## config.mk

```make
export PLATFORM = sky130hd
export DESIGN_NAME = gray_counter_flat
export DESIGN_NICKNAME = d
export VERILOG_FILES = /design/src/rtl/gray_pkg.sv /design/src/rtl/gray_counter_if.sv /design/src/rtl/gray_enc.sv /design/src/rtl/gray_counter.sv /design/src/flat_wrapper.sv
export SDC_FILE = /design/constraint.sdc
export NUM_CORES = 1
export LEC_CHECK = 0
export ABC_AREA = 0
export CORE_AREA = 2 2 39 41
export DETAILED_ROUTE_END_ITERATION = 8
export DIE_AREA = 0 0 41 43
export MAX_ROUTING_LAYER = met4
export PLACE_DENSITY = 0.69
export SETUP_SLACK_MARGIN = 0.15
export SYNTH_ARGS = -nofsm -noshare
export SYNTH_HDL_FRONTEND = slang
export SYNTH_SLANG_ARGS = --single-unit
```

## constraint.sdc

```tcl
create_clock -name clk -period 3.2 [get_ports clk]
set_input_delay 0.32 -clock clk [delete_from_list [all_inputs] [get_ports clk]]
set_output_delay 0.32 -clock clk [all_outputs]
set_load 0.005 [all_outputs]
```

## src/rtl/gray_pkg.sv

```systemverilog
// Shared constants for the Gray-code counter, plus a reference decoder
// used by the testbench to cross-check the registered Gray output.
package gray_pkg;

    typedef enum logic {
        GC_WRAP = 1'b0,
        GC_SAT  = 1'b1
    } gc_mode_e;

    localparam int GC_MAX_WIDTH = 16;

    // Binary is the XOR of all right shifts of the Gray word; any width up
    // to GC_MAX_WIDTH works as long as unused upper bits are zero.
    function automatic logic [GC_MAX_WIDTH-1:0] gray2bin(input logic [GC_MAX_WIDTH-1:0] g);
        logic [GC_MAX_WIDTH-1:0] b;
        b = g;
        for (int k = 1; k < GC_MAX_WIDTH; k++) begin
            b = b ^ (g >> k);
        end
        return b;
    endfunction

endpackage

```

## src/rtl/gray_counter_if.sv

```systemverilog
// Control and status bundle for gray_counter; the master drives the
// count controls, the slave (the counter) returns the count state.
interface gray_counter_if #(
    parameter int WIDTH = 4
);
    logic             en;
    logic             up;
    logic             load;
    logic [WIDTH-1:0] load_bin;
    logic [WIDTH-1:0] bin;
    logic [WIDTH-1:0] gray;
    logic             tc;
    logic             wrapped;

    modport master (
        output en, up, load, load_bin,
        input  bin, gray, tc, wrapped
    );

    modport slave (
        input  en, up, load, load_bin,
        output bin, gray, tc, wrapped
    );
endinterface

```

## src/rtl/gray_enc.sv

```systemverilog
// Combinational binary-to-Gray encoder; the MSB passes through unchanged.
module gray_enc #(
    parameter int WIDTH = 4
) (
    input  logic [WIDTH-1:0] bin_i,
    output logic [WIDTH-1:0] gray_o
);
    assign gray_o = bin_i ^ (bin_i >> 1);
endmodule

```

## src/rtl/gray_counter.sv

```systemverilog
// Up/down binary counter with a registered Gray-code mirror, load,
// terminal-count decode and wrap or saturate behaviour at the ends.
module gray_counter
    import gray_pkg::*;
#(
    parameter int       WIDTH = 4,
    parameter gc_mode_e MODE  = GC_WRAP
) (
    input  logic          clk,
    input  logic          rst,
    gray_counter_if.slave bus
);
    logic [WIDTH-1:0] bin_q, bin_d;
    logic [WIDTH-1:0] gray_q, gray_d;
    logic             wrapped_q, wrapped_d;
    logic             tc;

    assign tc = bus.up ? (&bin_q) : ~(|bin_q);

    always_comb begin
        bin_d     = bin_q;
        wrapped_d = 1'b0;
        if (bus.load) begin
            bin_d = bus.load_bin;
        end else if (bus.en) begin
            if (tc) begin
                // At the end of the range: either roll over or stay put.
                if (MODE == GC_WRAP) begin
                    bin_d     = bus.up ? '0 : '1;
                    wrapped_d = 1'b1;
                end
            end else begin
                bin_d = bus.up ? bin_q + WIDTH'(1) : bin_q - WIDTH'(1);
            end
        end
    end

    // Encode the next binary value so gray_q lands on the same edge as bin_q.
    gray_enc #(
        .WIDTH (WIDTH)
    ) u_gray_enc (
        .bin_i  (bin_d),
        .gray_o (gray_d)
    );

    always_ff @(posedge clk or posedge rst) begin
        if (rst) begin
            bin_q     <= '0;
            gray_q    <= '0;
            wrapped_q <= 1'b0;
        end else begin
            bin_q     <= bin_d;
            gray_q    <= gray_d;
            wrapped_q <= wrapped_d;
        end
    end

    assign bus.bin     = bin_q;
    assign bus.gray    = gray_q;
    assign bus.tc      = tc;
    assign bus.wrapped = wrapped_q;
endmodule

```

## src/flat_wrapper.sv

```systemverilog
// flat-port wrapper written by rule: the top's interface ports become plain ports
module gray_counter_flat import gray_pkg::*;
#(
    parameter int       WIDTH = 4,
    parameter gc_mode_e MODE  = GC_WRAP
)
  (clk, rst, bus_en, bus_up, bus_load, bus_load_bin, bus_bin, bus_gray, bus_tc, bus_wrapped);
  gray_counter_if #(.WIDTH(WIDTH)) bus_i ();
  input  logic clk;
  input  logic rst;
  input wire logic [$bits(bus_i.en)-1:0] bus_en;
  input wire logic [$bits(bus_i.up)-1:0] bus_up;
  input wire logic [$bits(bus_i.load)-1:0] bus_load;
  input wire logic [$bits(bus_i.load_bin)-1:0] bus_load_bin;
  output wire logic [$bits(bus_i.bin)-1:0] bus_bin;
  output wire logic [$bits(bus_i.gray)-1:0] bus_gray;
  output wire logic [$bits(bus_i.tc)-1:0] bus_tc;
  output wire logic [$bits(bus_i.wrapped)-1:0] bus_wrapped;
  assign bus_i.en = bus_en;
  assign bus_i.up = bus_up;
  assign bus_i.load = bus_load;
  assign bus_i.load_bin = bus_load_bin;
  assign bus_bin = bus_i.bin;
  assign bus_gray = bus_i.gray;
  assign bus_tc = bus_i.tc;
  assign bus_wrapped = bus_i.wrapped;
  gray_counter #(.WIDTH(WIDTH), .MODE(MODE)) u_core (.clk(clk), .rst(rst), .bus(bus_i));
endmodule
```

Word-level counts from Yosys, hierarchy flattened --
Index checks and enable logic that the tools add are counted.
Word-level totals: register bits after elaboration 9, bits in latches 0, RAM bits 0, bits in read-only memories 0, memories 0
Operators by class: $add $sub $neg 2, multiply operators 0, div/mod/pow operators 0, magnitude comparators 0, equal/unequal tests 0, shift-type cells 0, muxes and demuxes 9, bitwise logic cells 2, reduce and logical (&&, ||, !) cells 2
Operators with widths (number):
- 2-to-1 mux 4 bit | 5
- adder 4 x 1 -> 4 bit, second input constant | 1
- 2-to-1 mux 1 bit | 4
- AND reduction 4 bit | 1
- OR reduction 4 bit | 1
- subtractor 4 x 1 -> 4 bit, second input constant | 1
- bitwise XOR 4 x 3 -> 4 bit | 1
- inverter 1 bit | 1

Longest topological paths before layout --
word-level depth 7, depth in mapped cells 7, depth with buffers taken out 7

By module --
From an unflattened synthesis, not the netlist that was laid out.
Second synthesis, totals: cell total of the unflattened synthesis 46, area, all modules 508.0 µm²
Modules (own cells, without submodules):
- gray_counter | instances 1, cells an instance 42, area each 474.2 µm², seq. area each 225.2 µm²
- gray_enc | instances 1, cells an instance 4, area each 33.8 µm², seq. area each 0.0 µm²

Least setup slack after synthesis --
Ideal clock, no wire load.
kind flip-flop to flip-flop, start reg u_core.bin_q[0] (netlist: u_core.bus.bin[0]), end reg u_core.gray_q[2] (netlist: u_core.bus.gray[2]), arrival time 1.688 ns, path slack 1.383 ns, cell stages (with the launch flop) 7, buffers on the path 0, path through dfrtp_1 > inv_1 > fa_1 > xor2_1 > nand2_1 > a221o_2 > xor2_1
On the way: cells in the longest elaborated chain, start to end 7, elaborated cells between the ends (all ways) 11, those cells by class 2 x add/sub; 5 x mux; 2 x bitwise; 2 x reduce/logical
RTL lines:
- start, declared | line gray_counter.sv:13 | logic [WIDTH-1:0] bin_q, bin_d;
- start signal, assigned | line gray_counter.sv:52 | bin_q <= bin_d;
- branches (longest 3 deep; another with subtractor 4 x 1 -> 4 bit)
- 2-to-1 mux 4 bit (*) | line gray_counter.sv:26 | if (tc) begin
- 2-to-1 mux 4 bit (*) | line gray_counter.sv:25 | end else if (bus.en) begin
- 2-to-1 mux 4 bit (*) | line gray_counter.sv:23 | if (bus.load) begin
- via u_core.bin_d[2] | line gray_counter.sv:13
- bitwise XOR 4 x 3 -> 4 bit (*) | line gray_enc.sv:8 | assign gray_o = bin_i ^ (bin_i >> 1);
- via u_core.gray_d[2] | line gray_counter.sv:14 | logic [WIDTH-1:0] gray_q, gray_d;
- end signal, assigned | line gray_counter.sv:53 | gray_q <= gray_d;
- end, declared | line gray_counter.sv:14
Mark *: on every way through the listed nets, which the timed path passes.

Worst setup path in the final report --
start in bus_up, end out bus_tc
On the way: cells in the longest elaborated chain, start to end 1
RTL lines:
- start, declared | line flat_wrapper.sv:12 | input wire logic [$bits(bus_i.up)-1:0] bus_up;
- 2-to-1 mux 1 bit | line gray_counter.sv:18 | assign tc = bus.up ? (&bin_q) : ~(|bin_q);
- end, declared | line flat_wrapper.sv:17 | output wire logic [$bits(bus_i.tc)-1:0] bus_tc;
No other way between the ends.

==> metrics list <==
* Non-Filler Cell Area, Final: 714.4 sq um
* Number of flip-flops and latches in the synthesized netlist: 8
* Async set-or-reset flop fraction in the synthesized netlist: 100.0%
- Combinational fraction of design power: 39.9%
- At the end of routability-driven placement, the weighted congestion stood at 0.7945.
- The number of failing hold endpoints at the final stage was 0.
- Floorplan die area: 1763 sq um
- Die Height: 43 um
- Setup clock skew after layout: 1.036 ps
* CP startpoint kind: primary input
- Clock-pin slew was measured on the worst setup and hold paths at 50 ps.
- STA classifies the critical path endpoint as a primary output.
- The tool flagged a number of max-cap violations equal to 0.
* Drc violations: 0
* Number of buffers added by the clock tree synthesis step: 3
- The cell that appears most often on the critical path is sky130_fd_sc_hd__clkdlybuf4s50_1.
* Slowest cell on the critical path: sky130_fd_sc_hd__clkdlybuf4s50_1
- Proportion of power drawn by the clock network: 20.3%
* Register area share after synthesis: 39.80%
* Vias per cell: 4.878
- Status: finished, final reports clean
* Multiplexer area fraction after synthesis: 4.478%
* Count of standard-cell rows: 14
- The floorplan step defined a core boundary enclosing 1384 sq um.
- In this run the post-CTS setup repair buffer count came out at 0.
- Pin placement for this block handled 19 I/O pins.
* Worst hold slack: 308.0 ps
* Main combinational cell family by area after synthesis: compound AO/OA/AOI/OAI gates
- For this run, the detailed router's first-pass iteration total came to 3.
* CTS HTree Levels: 1
- The first global-routing pass estimated 1773 um of wire.
* DRT Wirelength: 958 um
- Most used standard cell by instance count after synthesis: sky130_fd_sc_hd__dfrtp_1
* Transition time at the pin with the least slew margin: 345.5 ps
- Top FF cell, synth: sky130_fd_sc_hd__dfrtp_1
* Later-pin clock latency in the skew report: 250 ps
* Number of synthesis warnings: 0
- Global routing used 15.91% of the available tracks across all layers.
* Worst setup path class: in -> out
- Cell types with the largest area share after synthesis: sky130_fd_sc_hd__dfrtp_1 40%, sky130_fd_sc_hd__xor2_1 8.7%, sky130_fd_sc_hd__ha_1 5.0%
- The internal power of the cells totals 0.0002538 W.
- Number of clock sinks: 8
- First DRT Iteration DRCs: 4
* Static leakage power: 0.3276 nW
- Detailed placement ended at an HPWL of 795.5 um.
- The initial antenna violation count is 0.
- Xor and xnor fraction of the mapped netlist area: 12.19%
- Summed over all nets, the switching power comes to 0.0001048 W.
- Fmax: 0.4589 GHz
- Tot Pwr: 0.0003586 W
- The critical path goes through clkdlybuf4s50_1 > mux2i_4 > inv_1 > clkdlybuf4s50_1.
- Vias: 400
- RSZ-0062 raised after global routing: false
* Area Growth Syn to Fin: 42.04%
- Number of instances in the synthesized netlist: 47
- The cell sitting at the root of the clock tree is a sky130_fd_sc_hd__clkbuf_4.
- Period minus WS final: 2179 ps
* Overflow left after global routing: 0
* Share of Yosys cell area claimed by the top area cell type: 39.80%
- Period utilisation layout: 68.10%
- The count of final max-slew check failures is 0.
* Class of the tightest hold or removal check: in -> async
- In the final timing run, aggregate negative setup slack is 0 ps.
- Synth unique cells: 23
- After the last flow step, the layout net total stands at 80.
- In this run the mean area of a mapped cell was 10.70 sq um.
* Largest vdd supply drop: 0.1441 mV
- The synthesized netlist devotes 8.955% of its cell area to adder and majority cells.
- Post-synthesis compound-gate area fraction: 15.67%
- Buffers inserted to repair hold after CTS numbered 0.
- Dividing the detail-routed wire length by the instance count gives 11.68 um.
* Residual antenna-violating net count after detailed routing: 0
- In this design, the stage delay of the slowest critical-path cell is 670 ps.
- Placed cell area: 691.9 sq um
- Cell area after synthesis: 503.0 sq um
- The number of gates resized after CTS was 0.
- Crit Path Max Fanout: 6
- Fraction of the mapped netlist area in simple logic gates: 11.44%
- Power Density: 502.0 nW/um^2
* Via count of the first global-routing pass: 420
- In the final layout, the share of cells above drive strength 1 is 15.15%.
* Die span in x: 41 um
- CTS tree: done
- Cell type with the largest total area after synthesis: sky130_fd_sc_hd__dfrtp_1
- Part of the power in registers: 39.8%
- Arrival @ worst endpoint: 1860 ps
- Setup Viol. Count Final: 0
- In this run the tightest slew margin relative to its limit is 76.89%.
- Pin count of the biggest net entering global routing: 10
* Top post-synthesis cells by count: 8 x sky130_fd_sc_hd__dfrtp_1, 6 x sky130_fd_sc_hd__inv_1, 5 x sky130_fd_sc_hd__xor2_1
- # port buffers: 18
- Clock Path Buffers: 2
- Synthesis produced a netlist with a net count of 59.
- 0 antenna diodes ended up in the layout.
- Yosys mapped a number of flops with a built-in enable equal to 0.
- At the worst endpoint, the required time is 2880 ps.
- Sw Share: 29.23%
* Initial cell density of the core: 36.35%
-- worst max-delay path: cells and delay by family --
family | cells | cell delay [ps]
buf+inv | 3 | 1170
mux | 1 | 360
-- final timing paths --
check / startpoint / endpoint / slack, ps / cells after the start
max: bus_up / bus_tc / 1020 / 4
min: rst / u_core.bus.bin[1]$_DFF_PP0_ / 310 / 2
max reg2reg: u_core.bus.bin[0]$_DFF_PP0_ / u_core.bus.gray[2]$_DFF_PP0_ / 1270 / 6
min reg2reg: u_core.bus.bin[0]$_DFF_PP0_ / u_core.bus.bin[0]$_DFF_PP0_ / 750 / 2
max in group asynchronous: rst / u_core.bus.bin[3]$_DFF_PP0_ / 2680 / 2
min in group clk: bus_load_bin[0] / u_core.bus.bin[0]$_DFF_PP0_ / 660 / 3
-- sequential cells by signal (all words and copies together) (netlist names) --
| signal | cells |
|---|---|
| u_core.bus.gray | 3 |
| u_core.bus.wrapped | 1 |
| u_core.bus.bin | 4 |
-- cell usage in the layout, fill, tap and decap left out --
cell type | synthesis | final
sky130_fd_sc_hd__nor2_1 | 1 | 1
sky130_fd_sc_hd__inv_1 | 6 | 6
sky130_fd_sc_hd__a221o_2 | 2 | 2
sky130_fd_sc_hd__xnor2_1 | 2 | 2
sky130_fd_sc_hd__nand2_1 | 3 | 3
sky130_fd_sc_hd__nor3b_1 | 1 | 1
sky130_fd_sc_hd__mux2i_4 | 1 | 1
sky130_fd_sc_hd__nand2b_1 | 1 | 1
sky130_fd_sc_hd__a31oi_2 | 1 | 1
sky130_fd_sc_hd__o21ai_1 | 1 | 1
sky130_fd_sc_hd__nor4_2 | 1 | 1
sky130_fd_sc_hd__inv_2 | 1 | 1
sky130_fd_sc_hd__a22o_1 | 1 | 1
sky130_fd_sc_hd__clkdlybuf4s50_1 | 0 | 18
sky130_fd_sc_hd__dfrtp_1 | 8 | 8
sky130_fd_sc_hd__a21oi_1 | 3 | 3
sky130_fd_sc_hd__and4_4 | 1 | 1
sky130_fd_sc_hd__ha_1 | 2 | 2
sky130_fd_sc_hd__xor2_1 | 5 | 5
sky130_fd_sc_hd__a21o_1 | 2 | 2
sky130_fd_sc_hd__fa_1 | 1 | 1
sky130_fd_sc_hd__clkbuf_4 | 0 | 3
sky130_fd_sc_hd__nor3_1 | 1 | 1
-- cell families (layout without fill, tap and decap cells) --
group	Yosys count	in the layout
simple gates	9	9
fa+ha+maj	3	3
xor+xnor	7	7
compound gates	10	10
flops	8	8
mux	1	1
buf+inv	9	28
-- cell type report --
cell class              count  area [sq um]
flip-flops and latches      8         200.2
repair buffers             18         180.2
inverters                   7         26.28
clock buffers               3         22.52
well taps                  16         20.02
fillers                   138         669.4
multi-input cells          30         265.3
-- per-stage QoR --
step                      setup slack (ps)  std cells  util (%)
after floorplan                       1383         47         -
after global placement               842.6         79     50.00
after detailed placement             827.5         79     50.00
after CTS                             1013         82     51.63
after global routing                 928.2         82     51.63
final                                 1021         82     51.63
-- power groups by stage --
stage	Sequential, W	Clock, W	Combinational [W]
2_1_floorplan	0.000143	0	0.0000743
3_3_place_gp	0.000143	0	0.000143
3_5_place_dp	0.000146	0	0.000145
4_1_cts	0.000144	0.0000773	0.000145
5_1_grt	0.000147	0.0000831	0.000164
6_report	0.000143	0.0000727	0.000143
-- layer usage --
| layer | GRT usage, % | vias to the layer above | wire [um] |
|---|---|---|---|
| met5 | - | - | 0 |
| met4 | 12.00 | 0 | 38 |
| met3 | 3.141 | 4 | 49 |
| met2 | 25.62 | 12 | 515 |
| met1 | 15.64 | 186 | 355 |
| li1 | - | 198 | - |
(Power assumes the default switching activity.)
